[src/rtl/shift_seq8.sv]
// shift_seq8 -- multi-cycle sequencer around an 8-bit barrel shifter.
//
// Purpose:
//   Takes one shift job (LSL/LSR/ASR/ROR, amount 0..7) per start handshake.
//   The job is carried out as a series of passes through a shifter whose
//   shift amount is limited to 0..3, so large amounts take several cycles.
//   The finished value is offered under a done handshake.
//
// Ports:
//   clk          rising-edge clock
//   reset        synchronous, active-high reset
//   start_valid  job request
//   start_ready  high only while idle; a job is accepted on start_valid & start_ready
//   op           00 LSL, 01 LSR, 10 ASR, 11 ROR (sampled at accept)
//   d_in         8-bit operand (sampled at accept)
//   amount       total shift amount 0..7 (sampled at accept)
//   result       current accumulator value; stable while done_valid is high
//   done_valid   result available
//   done_ready   consumer takes the result on done_valid & done_ready
//   busy         high while a job is shifting or waiting to be taken
//   pass_cnt     shifter passes completed for the current job

module shift_seq8 #(
  parameter int STEP_MAX = 3,
  parameter int AMT_W    = 3
) (
  input  logic             clk,
  input  logic             reset,
  input  logic             start_valid,
  output logic             start_ready,
  input  logic [1:0]       op,
  input  logic [7:0]       d_in,
  input  logic [AMT_W-1:0] amount,
  output logic [7:0]       result,
  output logic             done_valid,
  input  logic             done_ready,
  output logic             busy,
  output logic [1:0]       pass_cnt
);

  typedef enum logic [1:0] {
    IDLE  = 2'd0,
    SHIFT = 2'd1,
    DONE  = 2'd2
  } state_t;

  localparam logic [AMT_W-1:0] STEP_LIM = AMT_W'(STEP_MAX);

  state_t           state;
  logic [7:0]       acc;
  logic [AMT_W-1:0] rem;
  logic [1:0]       op_q;
  logic [1:0]       pass_q;

  logic [AMT_W-1:0] step;
  logic [AMT_W-1:0] rem_next;
  logic [7:0]       acc_next;

  // One pass of the barrel shifter: 8 bits in, 8 bits out, shift 0..3.
  // ASR and ROR shift a 16-bit concatenation so the bits that fall off
  // the bottom come from the sign copies or the operand itself.
  function automatic logic [7:0] shift_once(input logic [7:0] v,
                                            input logic [1:0] sel,
                                            input logic [1:0] sh);
    logic [15:0] wide;
    logic [7:0]  r;
    wide = '0;
    r    = v;
    case (sel)
      2'b00:   r = v << sh;
      2'b01:   r = v >> sh;
      2'b10: begin
        wide = {{8{v[7]}}, v} >> sh;
        r    = wide[7:0];
      end
      default: begin
        wide = {v, v} >> sh;
        r    = wide[7:0];
      end
    endcase
    return r;
  endfunction

  // Each pass takes as much of the remaining amount as the shifter allows.
  // Because every op composes additively, chained passes give the same
  // answer as a single shift by the full amount.
  always_comb begin
    step     = (rem > STEP_LIM) ? STEP_LIM : rem;
    rem_next = rem - step;
    acc_next = shift_once(acc, op_q, step[1:0]);
  end

  // Sequencer. Reset wins over everything, so a job in flight is dropped
  // without ever raising done_valid. acc is deliberately left alone on
  // DONE->IDLE so result keeps showing the last answer.
  always_ff @(posedge clk) begin
    if (reset) begin
      state  <= IDLE;
      acc    <= 8'h00;
      rem    <= '0;
      op_q   <= 2'b00;
      pass_q <= 2'd0;
    end else begin
      case (state)
        IDLE: begin
          if (start_valid) begin
            op_q   <= op;
            acc    <= d_in;
            rem    <= amount;
            pass_q <= 2'd0;
            state  <= (amount == '0) ? DONE : SHIFT;
          end
        end
        SHIFT: begin
          acc    <= acc_next;
          rem    <= rem_next;
          pass_q <= pass_q + 2'd1;
          if (rem_next == '0) begin
            state <= DONE;
          end
        end
        DONE: begin
          if (done_ready) begin
            state <= IDLE;
          end
        end
        default: state <= IDLE;
      endcase
    end
  end

  // Handshake and status flags are pure decodes of the state register,
  // so they change only on clock edges.
  assign start_ready = (state == IDLE);
  assign done_valid  = (state == DONE);
  assign busy        = (state != IDLE);
  assign result      = acc;
  assign pass_cnt    = pass_q;

endmodule
[config.mk]
export PLATFORM = sky130hd
export DESIGN_NAME = shift_seq8
export DESIGN_NICKNAME = d
export VERILOG_FILES = /design/src/rtl/shift_seq8.sv
export SDC_FILE = /design/constraint.sdc
export NUM_CORES = 1
export LEC_CHECK = 0
export BUFFER_PORTS_ARGS = -buffer_cell sky130_fd_sc_hd__buf_2
export CAP_MARGIN = 15
export CORE_MARGIN = 4
export CORE_UTILIZATION = 50
export DETAILED_ROUTE_END_ITERATION = 7
export PLACE_DENSITY = 0.85
export SLEW_MARGIN = 25
export SYNTH_ARGS = -nofsm -noshare
export SYNTH_HDL_FRONTEND = slang
export SYNTH_SLANG_ARGS = --single-unit
[constraint.sdc]
create_clock -name clk -period 4.5 [get_ports clk]
set_input_delay 0.45 -clock clk [delete_from_list [all_inputs] [get_ports clk]]
set_output_delay 0.45 -clock clk [all_outputs]
set_load 0.01 [all_outputs]
Word level (Yosys, flattened, before mapping)
Index checks and enable logic that the tools add are counted.
- $add $sub $neg: 2
- magnitude comparators: 1
- equal/unequal tests: 7
- shift operators: 4
- mux-type cells: 13
- reduce and logical (&&, ||, !) cells: 9
- operators by type and width (cell ; number):
    16-bit by 2-bit right shift with 8-bit output ; 2
    8-bit one-hot mux with 3 select lines ; 1
    8-bit one-hot mux with 2 select lines ; 1
    2-bit two-way mux ; 5
    8-bit two-way mux ; 1
    8-bit by 2-bit << shifter with 8-bit output ; 1
    8-bit by 2-bit right shift with 8-bit output ; 1
    3-bit logical NOT ; 2
    3-bit two-way mux ; 2
    2-bit one-hot mux with 3 select lines ; 1
    3-bit one-hot mux with 2 select lines ; 1
    2-bit by 1-bit == test with 1-bit output (second input constant) ; 2
    2-bit == test (second input constant) ; 2
    2-bit logical NOT ; 2
    2-bit != test (second input constant) ; 2
    2-bit one-hot mux with 2 select lines ; 1
    2-bit AND reduction ; 2
    2-bit nonzero test ; 2
    3-bit by 2-bit greater-than comparator with 1-bit output (second input constant) ; 1
    3-bit AND reduction ; 1
    3-bit subtractor ; 1
    2-bit by 1-bit adder with 2-bit output (second input constant) ; 1
    2-bit by 1-bit != test with 1-bit output (second input constant) ; 1
- flip-flop bits (word level): 17
- input port bits: 17
- output and inout port bits: 13

Depth between registers and ports, before layout
- depth after elaboration: 6
- gate-level depth with buffers: 8
- depth with buffers taken out: 6

Least setup slack after synthesis
No wires, ideal clock.
- kind: reg2reg
- start: register rem[2]
- end: register rem[2]
- library setup time: 0.129 ns
- arrival time: 1.400 ns
- required time: 4.371 ns
- setup slack: 2.971 ns
- stages on the path, launching flop included: 8
- path buffers: 2
- period minus slack after synthesis: 1.529 ns
- path through: dfxtp_1 -> buf_6 -> buf_2 -> nand2b_1 -> ha_1 -> nand2b_1 -> a311oi_1 -> nor3_1
- cells in the longest elaborated chain, start to end: 4
- ends and longest elaborated chain (element ; RTL line ; RTL):
    start, declared ; 51 ; logic [AMT_W-1:0] rem;
    start signal, assigned ; 109 ; rem <= amount;
    start signal, assigned ; 116 ; rem <= rem_next;
    3-bit by 2-bit greater-than comparator with 1-bit output ; 88 ; step = (rem > STEP_LIM) ? STEP_LIM : rem;
    3-bit two-way mux ; 88 ;
    3-bit subtractor * ; 89 ; rem_next = rem - step;
    3-bit one-hot mux with 2 select lines * ; 104 ; case (state)
Mark *: on every way between the ends. The rest lies on a longest branch, timed or not.
A chain may end at the register's enable or synchronous reset.

Final worst setup path
- start: register state[0]
- end: register acc[7], in the netlist result[7]
- cells in the longest elaborated chain, start to end: 3
- elaborated cells on any way between the ends: 6
- classes of those cells: 2 x eq/ne; 1 x mux; 3 x reduce/logical
- ends and longest elaborated chain (element ; RTL line ; RTL):
    start, declared ; 49 ; state_t state;
    start signal, assigned ; 111 ; state <= (amount == '0) ? DONE : SHIFT;
    2-bit by 1-bit == test with 1-bit output or 2-bit logical NOT (tied branches) ; 104 ;
    2-bit nonzero test (no line) or 2-bit != test (tied branches) ; - ;
    2-bit AND reduction (no line) ; - ;
    end signal, assigned ; 108 ; acc <= d_in;
    end signal, assigned ; 115 ; acc <= acc_next;
    end, declared ; 50 ; logic [7:0] acc;
Parallel ways exist; a longest one is shown, timed or not.

==> metrics <==
status complete, no violations; number of global-route vias before repair roughly 1200; initial core utilization 51.7%; type of the worst min-delay path input pin to flop; vias post-DR 1500; max-slew violations 0; Post-CTS Setup Repair Bufs 0; number of synthesized flops with an enable pin 0; non-filler cells, final approximately 240; r2r setup slk 2.37 ns; Tot GR Track Use roughly a fifth; period utilization 47.4%; Critical Path Start Type flop; GRT Residual Overflow 0; PD cells roughly 350 nW/um^2; Post-Synthesis Cell Area 1410 sq um; clock share of power 16.1%; pin count of the biggest net entering global routing 27; Clk Tree Root Cell clkbuf_4; critical path, cell by cell nand2b_1 > nor2_1 > o211ai_1 > a311oi_1; Comb pwr share 42.2%; DR iter-0 viols 82; Final Cell Area 1550 sq um; Synth Warn # 0; detail-routed net length per standard cell 15.2 um; ys async rst share 0%; DRC Markers 0; WL final 3610 um; Fillers about 250; gpl congestion 0.942; Fmax around 0.47 GHz; Synth Register Bits 17; Setup Skew approximately 0.0029 ns; Slowest cell on crit path dfxtp_1; clock latency on the worst-skew pair 0.30 ns; Place WS approximately 2.5 ns; crit-path max cell delay slightly above 0.6 ns; Sw Pwr 0.237 mW; total negative slack 0 ns; Int Pwr between 0.3 and 0.4 mW; hold buffers post-CTS 0; commonest non-fill, non-tap cell in the layout buf_2; Post-Syn Instances 188; Syn Area/Cell 7.52 sq um; fin nets 227; H-tree levels 1; hpwl dp 2540 um; CTS tree built; Resize count post-CTS 0; clk sinks 17; number of routed nets with antenna violations 0; number of port buffers 29; sequential share of power roughly two fifths; antenna violations before repair 0; Final WS setup 2.37 ns; CTS buffer count 3; crit path time final 2.13 ns; Die X 61.2 um; vias per cell 6.33; global-route wire length before repair 5610 um; WHS 0.390 ns; sw frac 43.5%; CP required approximately 4.7 ns; maximum vdd drop ~220 uV; endpoints failing setup 0; net count after synthesis between 200 and 250; P_leak 0.616 nW; worst-path fanout max 15; Main synth FF type dfxtp_1; Row Count 19; Slew @ Worst Pin 0.794 ns; Max Root-Sink Buffers 2; IO Pins 30; RSZ-0062 raised after global routing false; die area 3740 sq um; max-capacitance violation count 0; arrival time worst endpoint approximately 2.3 ns; Core Util, Final 56.6%; final-report hold violation count 0; Worst setup EP type flop; CORE AREA 2730 sq um; Slew headroom 47.0%; clock-pin transition on the worst setup and hold timing paths 0.11 ns; most frequent cells in the layout buf_2 (29), nor2_1 (21), dfxtp_1 (17); synth-to-layout area growth 9.38%; drt pass-1 iters 5; Design Power 0.543 mW; Die Ht 61.2 um; Placed Area approximately 1500 sq um; total placed cells including tap cells 233; critical path type flop to flop; fraction of layout cells with a size suffix above 1 21.4%; ANT cells 0; Synth cell types 47; Seq/Total Area, Yosys 24.1%
[cell usage after synthesis, types with 2 or more instances]
master | count | area [sq um]
nor2_1 | 21 | 78.8
dfxtp_1 | 17 | 340
nand3_1 | 15 | 75.1
a21oi_1 | 14 | 70.1
nand2_1 | 12 | 45.0
inv_1 | 11 | 41.3
o21ai_0 | 9 | 45.0
a311oi_1 | 8 | 70.1
a211oi_1 | 7 | 52.6
buf_2 | 6 | 30.0
nand2b_1 | 6 | 37.5
clkbuf_1 | 5 | 18.8
or3b_1 | 5 | 43.8
a32o_1 | 4 | 40.0
ha_1 | 3 | 37.5
mux2_2 | 3 | 33.8
nor2_2 | 3 | 18.8
nor3_1 | 3 | 15.0
o211ai_1 | 3 | 22.5
a21boi_0 | 2 | 15.0
buf_4 | 2 | 15.0
nor2b_1 | 2 | 12.5
o221ai_1 | 2 | 17.5
o22ai_1 | 2 | 12.5
[final cells by class]
type	instances	area, sq um	area share, %
multi-input combinational	145	953	61.7
sequential	17	340	22.0
timing repair buffer	29	145	9.39
inverter	11	41.3	2.67
tap	31	38.8	2.51
clock buffer	3	22.5	1.46
clock inverter	1	5.00	0.324
[critical path: cells and delay by family, from the launching register on]
kind            cells  cell delay, ns
flops               1            0.61
simple gates        2            0.95
compound gates      2            0.48
[final timing paths]
path | startpoint | end | depth (start not counted)
setup / recovery | state[0] | result[7] | 4
hold / removal | op[0] | op_q[0] | 3
setup reg to reg | state[0] | result[7] | 4
hold reg to reg | op_q[0] | op_q[0] | 2
[registers in the layout, indices dropped and copies added, names as in the netlist]
register	cells
op_q	2
state	2
pass_cnt	2
result	8
rem	3
[kinds of logic after synthesis]
kind of cell	synth area share [%]
buffers and inverters	8.50
adder cells (fa/ha/maj)	2.66
AO/OA/AOI/OAI	34.4
flip-flops	24.1
AND/OR/NAND/NOR	25.7
multiplexers	4.69
[power groups by stage]
stage	combinational [mW]	clock, mW	sequential (mW)
floorplan	0.198	0	0.202
global placement	0.223	0	0.228
detailed placement	0.227	0	0.228
CTS	0.228	0.0890	0.224
global route	0.254	0.0942	0.232
finish	0.230	0.0873	0.226
[layer usage]
layer	vias up	GRT usage (%)	routed length, um
met3	6	3.56	295
met1	677	28.3	1600
met2	76	29.2	1670
met4	0	5.57	46
met5	-	0	0
li1	741	-	-
(Power assumes the default switching activity.)
